--- config.mk ---
export PLATFORM = sky130hd
export DESIGN_NAME = bitstream_uart_loader
export DESIGN_NICKNAME = d
export VERILOG_FILES = /design/src/rtl/fabric_config_pkg.sv /design/src/rtl/uart_rx_byte.sv /design/src/rtl/bitstream_uart_loader.sv
export SDC_FILE = /design/constraint.sdc
export NUM_CORES = 1
export LEC_CHECK = 0
export ABC_CLOCK_PERIOD_IN_PS = 2200
export BUFFER_PORTS_ARGS = -buffer_cell sky130_fd_sc_hd__buf_2
export CAP_MARGIN = 20
export CORE_MARGIN = 2
export CORE_UTILIZATION = 40
export CTS_CLUSTER_SIZE = 24
export DETAILED_ROUTE_END_ITERATION = 6
export GPL_ROUTABILITY_DRIVEN = 0
export PLACE_DENSITY = 0.55
export SYNTH_ARGS = -nofsm -noshare
export SYNTH_HDL_FRONTEND = slang
export SYNTH_SLANG_ARGS = --single-unit
--- constraint.sdc ---
create_clock -name clk_i -period 2.2 [get_ports clk_i]
set_input_delay 0.22 -clock clk_i [delete_from_list [all_inputs] [get_ports clk_i]]
set_output_delay 0.22 -clock clk_i [all_outputs]
set_load 0.03 [all_outputs]
--- src/rtl/fabric_config_pkg.sv ---
// Shared definitions for the fabric configuration path: bitstream constants
// and the UART receiver state encoding used by the bitstream loaders.
package fabric_config_pkg;

    localparam logic [31:0] BITSTREAM_START = 32'hFAB0FAB1;
    localparam int          DESYNC_FLAG     = 20;

    typedef enum logic [1:0] {
        S_IDLE,
        S_START,
        S_DATA,
        S_STOP
    } uart_state_t;

endpackage

--- src/rtl/uart_rx_byte.sv ---
// 8N1 UART byte receiver, LSB first, with a 2-FF input synchronizer.
// Samples each bit at its middle; returns to idle at the mid-stop sample.
module uart_rx_byte
    import fabric_config_pkg::*;
#(
    parameter int ClksPerBit = 87
) (
    input  logic       clk_i,
    input  logic       rst_i,
    input  logic       rx_i,
    output logic [7:0] byte_o,
    output logic       byte_valid_o,
    output logic       frame_error_o,
    output logic       active_o
);

    localparam int BaudW = $clog2(ClksPerBit);
    localparam logic [BaudW-1:0] BaudHalf = BaudW'(ClksPerBit / 2 - 1);
    localparam logic [BaudW-1:0] BaudFull = BaudW'(ClksPerBit - 1);

    logic              rx_meta_q;
    logic              rx_s_q;
    uart_state_t       state_q, state_d;
    logic [BaudW-1:0]  baud_q, baud_d;
    logic [2:0]        bit_q, bit_d;
    logic [7:0]        shreg_q, shreg_d;
    logic              byte_valid;
    logic              frame_err;
    logic              baud_zero;

    assign baud_zero = (baud_q == '0);

    always_comb begin
        state_d    = state_q;
        baud_d     = baud_q;
        bit_d      = bit_q;
        shreg_d    = shreg_q;
        byte_valid = 1'b0;
        frame_err  = 1'b0;
        unique case (state_q)
            S_IDLE: begin
                if (!rx_s_q) begin
                    baud_d  = BaudHalf;
                    state_d = S_START;
                end
            end
            S_START: begin
                if (!baud_zero) begin
                    baud_d = baud_q - 1'b1;
                end else if (rx_s_q) begin
                    // Start bit gone high at mid-bit: treat as line glitch
                    state_d = S_IDLE;
                end else begin
                    baud_d  = BaudFull;
                    bit_d   = 3'd0;
                    state_d = S_DATA;
                end
            end
            S_DATA: begin
                if (!baud_zero) begin
                    baud_d = baud_q - 1'b1;
                end else begin
                    shreg_d = {rx_s_q, shreg_q[7:1]};
                    baud_d  = BaudFull;
                    if (bit_q == 3'd7) begin
                        state_d = S_STOP;
                    end else begin
                        bit_d = bit_q + 3'd1;
                    end
                end
            end
            S_STOP: begin
                if (!baud_zero) begin
                    baud_d = baud_q - 1'b1;
                end else begin
                    byte_valid = rx_s_q;
                    frame_err  = !rx_s_q;
                    state_d    = S_IDLE;
                end
            end
            default: state_d = S_IDLE;
        endcase
    end

    always_ff @(posedge clk_i) begin
        if (rst_i) begin
            rx_meta_q <= 1'b1;
            rx_s_q    <= 1'b1;
            state_q   <= S_IDLE;
            baud_q    <= '0;
            bit_q     <= 3'd0;
            shreg_q   <= 8'd0;
        end else begin
            rx_meta_q <= rx_i;
            rx_s_q    <= rx_meta_q;
            state_q   <= state_d;
            baud_q    <= baud_d;
            bit_q     <= bit_d;
            shreg_q   <= shreg_d;
        end
    end

    assign byte_o        = shreg_q;
    assign byte_valid_o  = byte_valid;
    assign frame_error_o = frame_err;
    assign active_o      = (state_q != S_IDLE);

endmodule

--- src/rtl/bitstream_uart_loader.sv ---
// UART bitstream loader: packs received bytes big-endian into 32-bit words.
// Define BITSTREAM_UART_TIMEOUT_EN to discard stale partial words after idle.
module bitstream_uart_loader
    import fabric_config_pkg::*;
#(
    parameter int ClksPerBit    = 87,
    parameter int TimeoutCycles = 100000
) (
    input  logic        clk_i,
    input  logic        rst_i,
    input  logic        uart_rx_i,
    output logic [31:0] bitstream_data_o,
    output logic        bitstream_valid_o,
    output logic        frame_error_o,
    output logic        busy_o
);

    if (ClksPerBit < 4 || TimeoutCycles < 2) begin : g_bad_cfg
        $error("bitstream_uart_loader: unsupported parameters");
    end

    logic [7:0]  rx_byte;
    logic        rx_valid;
    logic        rx_ferr;
    logic        rx_active;

    logic [1:0]  byte_cnt_q, byte_cnt_d;
    logic [23:0] acc_q, acc_d;
    logic [31:0] data_q, data_d;
    logic        valid_q, valid_d;
    logic        ferr_q, ferr_d;

    uart_rx_byte #(
        .ClksPerBit(ClksPerBit)
    ) u_rx (
        .clk_i        (clk_i),
        .rst_i        (rst_i),
        .rx_i         (uart_rx_i),
        .byte_o       (rx_byte),
        .byte_valid_o (rx_valid),
        .frame_error_o(rx_ferr),
        .active_o     (rx_active)
    );

`ifdef BITSTREAM_UART_TIMEOUT_EN
    localparam int IdleW = $clog2(TimeoutCycles);
    logic [IdleW-1:0] idle_q, idle_d;
`endif

    always_comb begin
        byte_cnt_d = byte_cnt_q;
        acc_d      = acc_q;
        data_d     = data_q;
        valid_d    = 1'b0;
        ferr_d     = rx_ferr;
        if (rx_ferr) begin
            byte_cnt_d = 2'd0;
        end else if (rx_valid) begin
            unique case (byte_cnt_q)
                2'd0: acc_d[23:16] = rx_byte;
                2'd1: acc_d[15:8]  = rx_byte;
                2'd2: acc_d[7:0]   = rx_byte;
                2'd3: begin
                    data_d  = {acc_q, rx_byte};
                    valid_d = 1'b1;
                end
                default: ;
            endcase
            byte_cnt_d = byte_cnt_q + 2'd1;
        end
`ifdef BITSTREAM_UART_TIMEOUT_EN
        idle_d = idle_q;
        if (rx_active || byte_cnt_q == 2'd0) begin
            idle_d = '0;
        end else if (idle_q == IdleW'(TimeoutCycles - 1)) begin
            // Host gave up mid-word: realign on the next byte
            idle_d     = '0;
            byte_cnt_d = 2'd0;
            acc_d      = '0;
        end else begin
            idle_d = idle_q + 1'b1;
        end
`endif
    end

    always_ff @(posedge clk_i) begin
        if (rst_i) begin
            byte_cnt_q <= 2'd0;
            acc_q      <= '0;
            data_q     <= '0;
            valid_q    <= 1'b0;
            ferr_q     <= 1'b0;
`ifdef BITSTREAM_UART_TIMEOUT_EN
            idle_q     <= '0;
`endif
        end else begin
            byte_cnt_q <= byte_cnt_d;
            acc_q      <= acc_d;
            data_q     <= data_d;
            valid_q    <= valid_d;
            ferr_q     <= ferr_d;
`ifdef BITSTREAM_UART_TIMEOUT_EN
            idle_q     <= idle_d;
`endif
        end
    end

    assign bitstream_data_o  = data_q;
    assign bitstream_valid_o = valid_q;
    assign frame_error_o     = ferr_q;
    assign busy_o            = rx_active || (byte_cnt_q != 2'd0);

endmodule

==> flow_summary.yaml <==
run_status:
  outcome: "finished, final reports clean"
routing:
  first_pass_iters: 4
  wl_microns: 6940
  avgViaCountPerCell: 5.01
  wl_per_cell_microns: 13.5
  drt_iter0_markers: 114
  route.vias.total: 2573
  ant_nets: 0
  drcViolationCount: 0
setup_path:
  worstPathRequired_ns: 2.46
  max_stage_delay_ns: 0.43
  cp_max_fo: 5
  crit_buf_inv: 1
  crit_type: "reg -> reg"
  arrival_ns: 2.25
  cp-end-kind: "flip-flop"
  path_delay_family: "compound AO/OA/AOI/OAI gates"
  cp-start-kind: "flip-flop"
  cpMostUsedCell: "a31oi_1"
  crit_chain: "inv_1 -> ha_1 -> nor2_1 -> a31oi_1 -> a31oi_1 -> o32ai_1"
  crit_slowest_cell: "a31oi_1"
placed_design:
  numPortBuffers: 37
  dp_hpwl_microns: 4510
  pre_cts_slack_ns: 0.208
  placed_cell_area_sq_um: 3670
logic_synthesis:
  yosysSeqAreaShare_pct: 48.6
  synth-seq-cells: 82
  synth_cell_types: 43
  synth_edf_count: 0
  async_flop_share_pct: 0
  synth_nets: 390
  syn_area_per_cell_sq_um: 9.04
  ys.flop_type: "dfxtp_1"
  yosysWarnings: 0
  syn_inst: 374
  synthesis.area_sq_um: 3380
floorplan:
  die_area_sq_um: 9200
  ios: 38
  die_h_microns: 95.9
  start_util_pct: 41.1
  rows: 33
  fp.coreArea_sq_um: 8220
  floorplan.die.width_microns: 95.9
timing:
  layout_setup_ws_ns: 0.213
  fin_skew_ns: 0.00830
  max_freq_ghz: 0.503
  setup_tns_ns: 0
  rsz0062_at_grt: "no"
  fin_crit_sh_pct: 90.3
  relSlewSlack_pct: 64.6
  finalSetupViolCount: 0
  worst_pin_slew_ns: 0.529
  fin_crit_ns: 1.99
  final-hold-violation-count: 0
  maxSlewViolCount: 0
clock_network:
  clock-sinks: 82
  cts_hold_buf: 0
  clk_path_buf_depth: 2
  cts_root_buffer: "clkbuf_8"
  cts_tree: "built"
  clk_pin_slew_worst_paths_ns: 0.08
  post_cts_resized: 0
  cts_buffers: 9
  htreeDepth: 3
  worst_skew_pair.late_latency_ns: 0.35
  post_cts_buffers: 0
layout:
  drive_above_1_share_pct: 17.8
  nets: 421
  diodes: 0
  final_area_sq_um: 3880
  syn_to_final_growth_pct: 14.9
power_and_ir_drop:
  peakVddDrop_mv: 0.387
  p_leak_nw: 1.74
  power_density_nw_per_um2: 1010
run:
  cap_violations: 0
worst_hold_path:
  hp-class: "in -> reg"
global_routing:
  grt_pass1_vias: 2372
  grt_first_pass_wirelength_microns: 11400
  grt_use_total_pct: 16.1
  antenna_found_initial: 0
  grt_max_degree: 64
  grt_overflow: 0
## final cells by class
cell class	count	area, sq um
tap	105	131
timing repair buffer	42	248
multi-input combinational	262	1620
clock inverter	6	90.1
fill	819	4330
inverter	8	30.0
clock buffer	9	124
sequential	82	1640
## cells in the final DEF (no fill, tap or decap), types with 4 or more instances in the layout
cell	netlist	final
clkbuf_8	0	9
nand2b_1	6	6
nor2_1	40	40
nand2_1	71	71
buf_2	5	37
ha_1	13	13
nand3_1	7	7
dfxtp_1	82	82
inv_1	8	8
mux2i_1	35	35
a31oi_1	4	4
nand3b_1	4	4
a21oi_1	45	45
## report_power, final
part,total (W),internal (W),switching (W)
combinational,0.00111,0.000412,0.000697
sequential,0.00162,0.00155,0.0000778
clock,0.00119,0.000639,0.000549
total,0.00392,0.00260,0.00132
## synth_stat cells (2+ instances only)
master    instances  area share (%)
or2_2             2            0.37
a21oi_1          45             6.7
inv_1             8            0.89
nand2b_1          6             1.1
o32ai_1           2            0.52
nand3b_1          4            0.89
a31oi_1           4            0.74
buf_2             5            0.74
dfxtp_1          82              49
o31ai_1           2            0.44
nor3_1            3            0.44
and2_0            2            0.37
nand2_1          71             7.9
nand4_2           3             1.1
ha_1             13             4.8
mux2i_1          35              10
nand3_1           7             1.0
a31o_2            2            0.52
clkbuf_1         15             1.7
nor2_1           40             4.4
## metal layers
layer | share of wire, % | routed length, microns | vias to the layer above | GRT usage [%]
met1 | 53 | 3670 | 1180 | 23.3
met5 | 0 | 0 | - | 0
met4 | 1.5 | 103 | 0 | 6.79
met3 | 3.7 | 259 | 11 | 2.90
met2 | 42 | 2910 | 53 | 23.3
li1 | - | - | 1329 | -
## metrics by stage
step / power [W] / std cells / hold slack, ns / util (%)
5_1_grt: 0.00414 / 514 / 0.0509 / 47.3
3_5_place_dp: 0.00275 / 499 / 0.402 / 44.6
2_1_floorplan: 0.00255 / 374 / 0.324 / -
3_3_place_gp: 0.00275 / 499 / 0.394 / 44.6
6_report: 0.00392 / 514 / 0.0491 / 47.3
4_1_cts: 0.00394 / 514 / 0.0341 / 47.2
## path summary, 6_finish.rpt
check                                             startpoint  slack (ns)  cells past startpoint                          end
worst min-delay path                               uart_rx_i        0.05                      2    u_rx.rx_meta_q$_SDFF_PP1_
worst min register to register     u_rx.rx_meta_q$_SDFF_PP1_        0.42                      1       u_rx.rx_s_q$_SDFF_PP1_
worst max-delay path            u_rx.state_q[0]$_SDFFE_PP0P_        0.21                      6  u_rx.baud_q[3]$_SDFFE_PP0P_
worst max register to register  u_rx.state_q[0]$_SDFFE_PP0P_        0.21                      6  u_rx.baud_q[3]$_SDFFE_PP0P_
## flip-flops by register name (all words and copies together) (netlist names), named ones only
register	count
u_rx.bit_q	3
u_rx.rx_s_q	1
u_rx.byte_o	8
u_rx.rx_meta_q	1
byte_cnt_q	2
bitstream_data_o	32
u_rx.baud_q	7
frame_error_o	1
acc_q	24
u_rx.state_q	1
bitstream_valid_o	1
## logic make-up (layout without fill, tap and decap cells)
| group | after synthesis | in the layout | share of synthesized area (%) |
|---|---|---|---|
| and+or+nand+nor | 148 | 148 | 20.3 |
| DFF | 82 | 82 | 48.6 |
| AOI/OAI and AO/OA | 65 | 65 | 12.1 |
| muxes | 35 | 35 | 10.4 |
| buffers and inverters | 30 | 65 | 3.63 |
| adders and majority gates | 13 | 13 | 4.81 |
| xor gates and xnor gates | 1 | 1 | 0.259 |
No activity file was read; power rests on OpenSTA's default activity.
